<file path="src/rtl/mem_port_arbiter.sv">
// Shares one memory port between instruction fetch and load/store with a single
// transaction in flight; load/store has priority, bounded by a fetch starvation limit.
module mem_port_arbiter #(
    parameter int ADDR_W     = 32,
    parameter int DATA_W     = 32,
    parameter int STARVE_MAX = 4
) (
    input  logic                clk,
    input  logic                rst_n,
    input  logic                if_req_valid,
    input  logic [ADDR_W-1:0]   if_req_addr,
    output logic                if_req_ready,
    output logic                if_rsp_valid,
    output logic [DATA_W-1:0]   if_rsp_data,
    input  logic                ls_req_valid,
    input  logic [ADDR_W-1:0]   ls_req_addr,
    input  logic                ls_req_we,
    input  logic [DATA_W-1:0]   ls_req_wdata,
    input  logic [DATA_W/8-1:0] ls_req_be,
    output logic                ls_req_ready,
    output logic                ls_rsp_valid,
    output logic [DATA_W-1:0]   ls_rsp_data,
    output logic                mem_req_valid,
    input  logic                mem_req_ready,
    output logic [ADDR_W-1:0]   mem_addr,
    output logic                mem_we,
    output logic [DATA_W-1:0]   mem_wdata,
    output logic [DATA_W/8-1:0] mem_be,
    input  logic                mem_rsp_valid,
    input  logic [DATA_W-1:0]   mem_rsp_data,
    output logic                busy,
    output logic                err_stray
);

    localparam int BE_W  = DATA_W / 8;
    localparam int CNT_W = $clog2(STARVE_MAX + 1);
    localparam logic [CNT_W-1:0] STARVE_LIM = CNT_W'(STARVE_MAX);
    localparam logic OWNER_IF = 1'b0;
    localparam logic OWNER_LS = 1'b1;

    typedef enum logic [1:0] {IDLE, REQ, WAIT, RSP} state_e;

    state_e            state_q, state_d;
    logic              owner_q, owner_d;
    logic [CNT_W-1:0]  starve_q, starve_d;
    logic [ADDR_W-1:0] addr_q, addr_d;
    logic              we_q, we_d;
    logic [DATA_W-1:0] wdata_q, wdata_d;
    logic [BE_W-1:0]   be_q, be_d;
    logic [DATA_W-1:0] rdata_q, rdata_d;
    logic              err_q, err_d;
    logic              grant_if, grant_ls;

    // Fetch only beats a competing load/store once it has lost STARVE_MAX times in a row.
    always_comb begin
        grant_if = 1'b0;
        grant_ls = 1'b0;
        if (state_q == IDLE) begin
            if (ls_req_valid && !(if_req_valid && (starve_q == STARVE_LIM))) begin
                grant_ls = 1'b1;
            end else if (if_req_valid) begin
                grant_if = 1'b1;
            end
        end
    end

    always_comb begin
        state_d  = state_q;
        owner_d  = owner_q;
        starve_d = starve_q;
        addr_d   = addr_q;
        we_d     = we_q;
        wdata_d  = wdata_q;
        be_d     = be_q;
        rdata_d  = rdata_q;
        err_d    = err_q || (mem_rsp_valid && (state_q != WAIT));
        case (state_q)
            IDLE: begin
                if (grant_ls) begin
                    state_d = REQ;
                    owner_d = OWNER_LS;
                    addr_d  = ls_req_addr;
                    we_d    = ls_req_we;
                    wdata_d = ls_req_wdata;
                    be_d    = ls_req_be;
                    if (if_req_valid && (starve_q != STARVE_LIM)) begin
                        starve_d = starve_q + CNT_W'(1);
                    end
                end else if (grant_if) begin
                    state_d  = REQ;
                    owner_d  = OWNER_IF;
                    addr_d   = if_req_addr;
                    we_d     = 1'b0;
                    wdata_d  = '0;
                    be_d     = '1;
                    starve_d = '0;
                end
            end
            REQ: begin
                if (mem_req_ready) begin
                    state_d = WAIT;
                end
            end
            WAIT: begin
                if (mem_rsp_valid) begin
                    rdata_d = mem_rsp_data;
                    state_d = RSP;
                end
            end
            RSP: begin
                state_d = IDLE;
            end
            default: begin
                state_d = IDLE;
            end
        endcase
    end

    always_ff @(posedge clk) begin
        if (!rst_n) begin
            state_q  <= IDLE;
            owner_q  <= OWNER_IF;
            starve_q <= '0;
            addr_q   <= '0;
            we_q     <= 1'b0;
            wdata_q  <= '0;
            be_q     <= '0;
            rdata_q  <= '0;
            err_q    <= 1'b0;
        end else begin
            state_q  <= state_d;
            owner_q  <= owner_d;
            starve_q <= starve_d;
            addr_q   <= addr_d;
            we_q     <= we_d;
            wdata_q  <= wdata_d;
            be_q     <= be_d;
            rdata_q  <= rdata_d;
            err_q    <= err_d;
        end
    end

    // Handshake outputs are masked while reset is held so nothing is granted or pulsed.
    assign if_req_ready  = rst_n && grant_if;
    assign ls_req_ready  = rst_n && grant_ls;
    assign mem_req_valid = rst_n && (state_q == REQ);
    assign if_rsp_valid  = rst_n && (state_q == RSP) && (owner_q == OWNER_IF);
    assign ls_rsp_valid  = rst_n && (state_q == RSP) && (owner_q == OWNER_LS);
    assign if_rsp_data   = rdata_q;
    assign ls_rsp_data   = rdata_q;
    assign mem_addr      = addr_q;
    assign mem_we        = we_q;
    assign mem_wdata     = wdata_q;
    assign mem_be        = be_q;
    assign busy          = (state_q != IDLE);
    assign err_stray     = err_q;

endmodule

</file>
<file path="config.mk">
export PLATFORM = sky130hd
export DESIGN_NAME = mem_port_arbiter
export DESIGN_NICKNAME = d
export VERILOG_FILES = /design/src/rtl/mem_port_arbiter.sv
export SDC_FILE = /design/constraint.sdc
export NUM_CORES = 1
export LEC_CHECK = 0
export BUFFER_PORTS_ARGS = -buffer_cell sky130_fd_sc_hd__buf_4
export CAP_MARGIN = 40
export CORE_ASPECT_RATIO = 0.6
export CORE_UTILIZATION = 43
export CTS_CLUSTER_DIAMETER = 200
export CTS_CLUSTER_SIZE = 25
export DETAILED_ROUTE_END_ITERATION = 8
export PLACE_DENSITY_LB_ADDON = 0.2
export RECOVER_POWER = 25
export SLEW_MARGIN = 20
export SYNTH_ARGS = -nofsm -noshare
export SYNTH_HDL_FRONTEND = slang
export SYNTH_SLANG_ARGS = --single-unit
</file>
<file path="constraint.sdc">
create_clock -name clk -period 2.2 [get_ports clk]
set_clock_uncertainty 0.15 [all_clocks]
set_input_delay 0.44 -clock clk [delete_from_list [all_inputs] [get_ports clk]]
set_output_delay 0.44 -clock clk [all_outputs]
set_load 0.01 [all_outputs]
</file>
# ---- Word-level counts from Yosys, hierarchy flattened
# Index checks and enable logic that the tools add are counted.
dict set report op_classes {
  addsub 1
  n_eq_ne 10
  muxes 22
  n_bitwise 1
  n_reduce_logical 19
}
# op n
set op_table {}
lappend op_table {{32-bit 2-to-1 mux} 4}
lappend op_table {{1-bit logical AND} 10}
lappend op_table {{3-bit 2-to-1 mux} 3}
lappend op_table {{1-bit 2-to-1 mux} 8}
lappend op_table {{2-bit 2-to-1 mux} 4}
lappend op_table {{4-bit 2-to-1 mux} 2}
lappend op_table {{2-bit case mux with 4 select lines} 1}
lappend op_table {{2-bit != test (second input constant)} 3}
lappend op_table {{3-bit != test (second input constant)} 2}
lappend op_table {{3-bit AND reduction} 2}
lappend op_table {{2-bit == test (second input constant)} 2}
lappend op_table {{2-bit AND reduction} 2}
lappend op_table {{2-bit nonzero test} 2}
lappend op_table {{3-bit by 1-bit adder with 3-bit output (second input constant)} 1}
lappend op_table {{3-bit == test (second input constant)} 1}
lappend op_table {{2-bit by 1-bit == test with 1-bit output (second input constant)} 1}
lappend op_table {{2-bit logical NOT} 1}
lappend op_table {{2-bit by 1-bit != test with 1-bit output (second input constant)} 1}
lappend op_table {{1-bit logical NOT} 1}
lappend op_table {{1-bit logical OR} 1}
lappend op_table {{1-bit inverter} 1}
dict set report totals {
  reg_bits 108
  input_bits 139
  output_inout_bits 140
  wordCells 62
}

# ---- Depth between registers and ports, before layout
dict set report depth {
  ltp_word 9
  mapped_depth 7
  ltp_nobuf 5
}

# ---- Worst setup path before layout
# OpenSTA, ideal clock, no wires.
dict set report synth_path {
  path_type {reg-to-output}
  start {register starve_q[0]}
  end {output if_req_ready}
  t_arrival_ps 1367
  slack_ps 243
  path_stages_with_launch 6
  n_path_buf 1
  path_cell_list {dfxtp_1 inv_1 ha_1 nand3_1 clkbuf_1 a211oi_1}
}
dict set report synth_between {
  elab_chain_len 7
}
# item line_no
set synth_lines {}
lappend synth_lines {{start, declared} 45} ;# logic [CNT_W-1:0] starve_q, starve_d;
lappend synth_lines {{start signal, assigned} 133} ;# starve_q <= starve_d;
lappend synth_lines {{3-bit == test} 59} ;# if (ls_req_valid && !(if_req_valid && (starve_q == STARVE_LIM))) begin
lappend synth_lines {{1-bit logical AND} 59}
lappend synth_lines {{1-bit logical NOT} 59}
lappend synth_lines {{1-bit logical AND} 59}
lappend synth_lines {{1-bit 2-to-1 mux} 59}
lappend synth_lines {{1-bit 2-to-1 mux} 58} ;# if (state_q == IDLE) begin
lappend synth_lines {{1-bit logical AND} 144} ;# assign if_req_ready = rst_n && grant_if;
lappend synth_lines {{end, declared} 12} ;# output logic if_req_ready,
# No other way between the ends.

# ---- Final worst setup path
dict set report layout_path {
  start {register starve_q[0]}
  end {output ls_req_ready}
}
dict set report layout_between {
  elab_chain_len 7
}
# item line_no
set layout_lines {}
lappend layout_lines {{3-bit == test} 59}
lappend layout_lines {{1-bit logical AND} 59}
lappend layout_lines {{1-bit logical NOT} 59}
lappend layout_lines {{1-bit logical AND} 59}
lappend layout_lines {{1-bit 2-to-1 mux} 59}
lappend layout_lines {{1-bit 2-to-1 mux} 58}
lappend layout_lines {{1-bit logical AND} 145} ;# assign ls_req_ready = rst_n && grant_ls;
lappend layout_lines {{end, declared} 20} ;# output logic ls_req_ready,
# No other way between the ends.

==> flow_summary.toml <==
[pwr]
power.total_mw = 7.275
cellPowerDensity_nw_per_um2 = 1117
worst_ir_drop_vdd_mv = 0.5178
total_leakage_power_nw = 2.788

[timing]
setup_viol = 0
rsz0062_at_grt = "no"
layout_min_cycle_time_ns = 2.111
finalHoldViolCount = 0
setup_tns_ns = 0
hold_ws_ns = 0.1551
slew-limit-headroom = 0.6348
period_share = 0.9596
maximum_clock_rate_mhz = 473.7
worstMarginPinSlew_ns = 0.5478
finalMaxSlewViolations = 0

[placement]
post-dp-hpwl_mm = 10.63
place.gp.congestion = 0.8164
numPortBuffers = 278

[global_route]
grtUsageMet3 = 0.05556
pin_count_of_the_biggest_net_entering_global_routing = 37
grt_antenna_before_repair = 0
grt.met2_usage = 0.4245
met1_routing_resource_usage_after_global_routing = 0.3458
globalRouteOverflowTotal = 0
grtUsageTotal = 0.2600
first_global_vias = 4270
grt_most_used_layer = "met2"
grt_pass1_wl_mm = 22.15

[synthesis]
synth.avg_cell_area_sq_um = 8.906
synthesis.yosys.warnings = 0
post_synth_instance_area_sq_um = 4462
synth_cell_types = 31
synth_async_sr_flop_share = 0
yosysSeqAreaShare = 0.4846
ys_ff_latch = 108
syn-num-nets = 647
netlist_instances = 501
synthFlopType = "dfxtp_1"
synth_edf_count = 0

[worst_setup_path]
timing.critical_path.required_ns = 1.61
timing.critical_path.from_type = "flop"
kind_of_end_point_of_the_critical_path = "primary output"
cp.arrival_ns = 1.52
critPathMaxFanout = 3
timing_worst_setup_path_type = "flop to primary output"
worst_r2r_startpoint = "starve_q[0]"
timing.critical_path.from = "starve_q[0]"

[final_layout]
num_antenna_cells = 0
syn2layout_area_growth_pct = 46.02
design.final.nets = 874
final_util = 0.6525
most_common_library_cell_in_the_layout_ignoring_fill_and_taps = "buf_4"
most_used_cells_in_the_layout_excluding_fill_and_tap_cells = "buf_4, dfxtp_1, nand2_1, a21oi_1, o21ai_0"
drive_above_1_share = 0.3656
n_fill_cell = 886

[floorplanning]
design.core.area_sq_um = 9985
fp_rows = 28
die_x_um = 133.5
ioPinCount = 279
die-height_um = 80.91
die_area_sq_um = 10800
floorplan.initialDensity = 0.4469

[drt]
drt_iter0_drc = 250
drt-wirelength-per-cell_um = 17.07
via_per_inst = 5.440
antenna_violating_nets_post_route = 0
routed_wire_length_mm = 14.82
detailroute.via_count = 4722
drc = 0
drt_pre_antenna_iters = 5

[job]
timing.max_cap.violations = 0

[clocking]
clkLatencyLatePin_ns = 0.35
cts.sink_count = 108
cts_tree = "built"
post_cts_buffers = 0
numCtsBuffers = 9
cts-hold-fix-buffers = 0
clkSlewWorstSetupHoldPaths_ns = 0.08
htree_num_levels = 3
cts_max_path_buffers = 2
cts.root.buffer_cell = "clkbuf_16"

[hold_path]
hold_path.startpoint = "ls_req_wdata[7]"
holdCritPathClass = "input pin to flop"

[outcome]
run_status = "complete, no violations"
[through the flow]
stage                     area [sq um]  setup slack (ns)  instances
after detailed placement          6404            0.1945        852
after global placement            6404            0.3065        852
after floorplan                   4462            0.2431        501
after CTS                         6714          0.002871        868
final                             6515           0.08877        868
after global routing              6515          0.004679        868
[timing repair]
item | CTS | global route
pin swaps | 1 | 2
setup endpoints to repair | 2 | 2
gates resized for setup | 2 | 9
gates cloned | 0 | 0
[worst max-delay path, stage by stage (launching register included)]
cell     delay (ns)
dfxtp_2        0.35
inv_1          0.06
ha_2           0.20
and3_4         0.18
nor3_4         0.25
buf_6          0.15
[logic make-up after synthesis]
group	Yosys count	synth area share
and+or+nand+nor	92	0.09198
AOI/OAI and AO/OA	209	0.2970
DFF	108	0.4846
buffers and inverters	85	0.1068
adders and majority gates	7	0.01963
[metal layers]
metal / share of wire / routed length [um]
met5: 0 / 0
met4: 0.015 / 224
met3: 0.066 / 978
met2: 0.48 / 7076
met1: 0.44 / 6541
[worst paths after layout]
| kind | end | slack, ns | cells past startpoint |
|---|---|---|---|
| min | mem_wdata[7] | 0.16 | 2 |
| min reg2reg | starve_q[1] | 0.32 | 2 |
| max | ls_req_ready | 0.09 | 5 |
| max reg2reg | mem_be[3] | 0.21 | 6 |
[power breakdown]
group          switching (mW)  leakage (nW)  internal (mW)  total, mW
Clock                   0.800         0.144          0.809       1.61
Combinational            1.70          1.76           1.23       2.93
Sequential              0.283         0.886           2.45       2.74
Total                    2.78          2.79           4.49       7.27
[cell type report]
class / count / area [sq um] / area share
sequential: 108 / 2165 / 0.3322
multi-input combinational: 308 / 1854 / 0.2846
timing repair buffer: 294 / 1998 / 0.3067
clock inverter: 7 / 77.57 / 0.01191
tap: 135 / 168.9 / 0.02593
clock buffer: 9 / 225.2 / 0.03457
inverter: 7 / 26.28 / 0.004033
[Yosys cell counts (3+ instances only)]
| master | instances | share of area |
|---|---|---|
| dfxtp_1 | 108 | 0.48 |
| nand4_1 | 3 | 0.0042 |
| and2_1 | 3 | 0.0042 |
| clkbuf_1 | 35 | 0.029 |
| buf_2 | 6 | 0.0067 |
| a22o_1 | 33 | 0.065 |
| o221a_2 | 4 | 0.010 |
| inv_1 | 6 | 0.0050 |
| o21ai_0 | 65 | 0.073 |
| a41oi_1 | 32 | 0.063 |
| ha_1 | 7 | 0.020 |
| buf_6 | 4 | 0.010 |
| buf_4 | 32 | 0.054 |
| nand2_1 | 71 | 0.060 |
| a21oi_1 | 70 | 0.079 |
[flip-flops by register name (all words and copies together), names as in the netlist]
register     cells
if_rsp_data     32
err_stray        1
state_q          2
mem_be           4
mem_wdata       32
owner_q          1
mem_we           1
starve_q         3
mem_addr        32
Power figures use the tool's default switching activity.
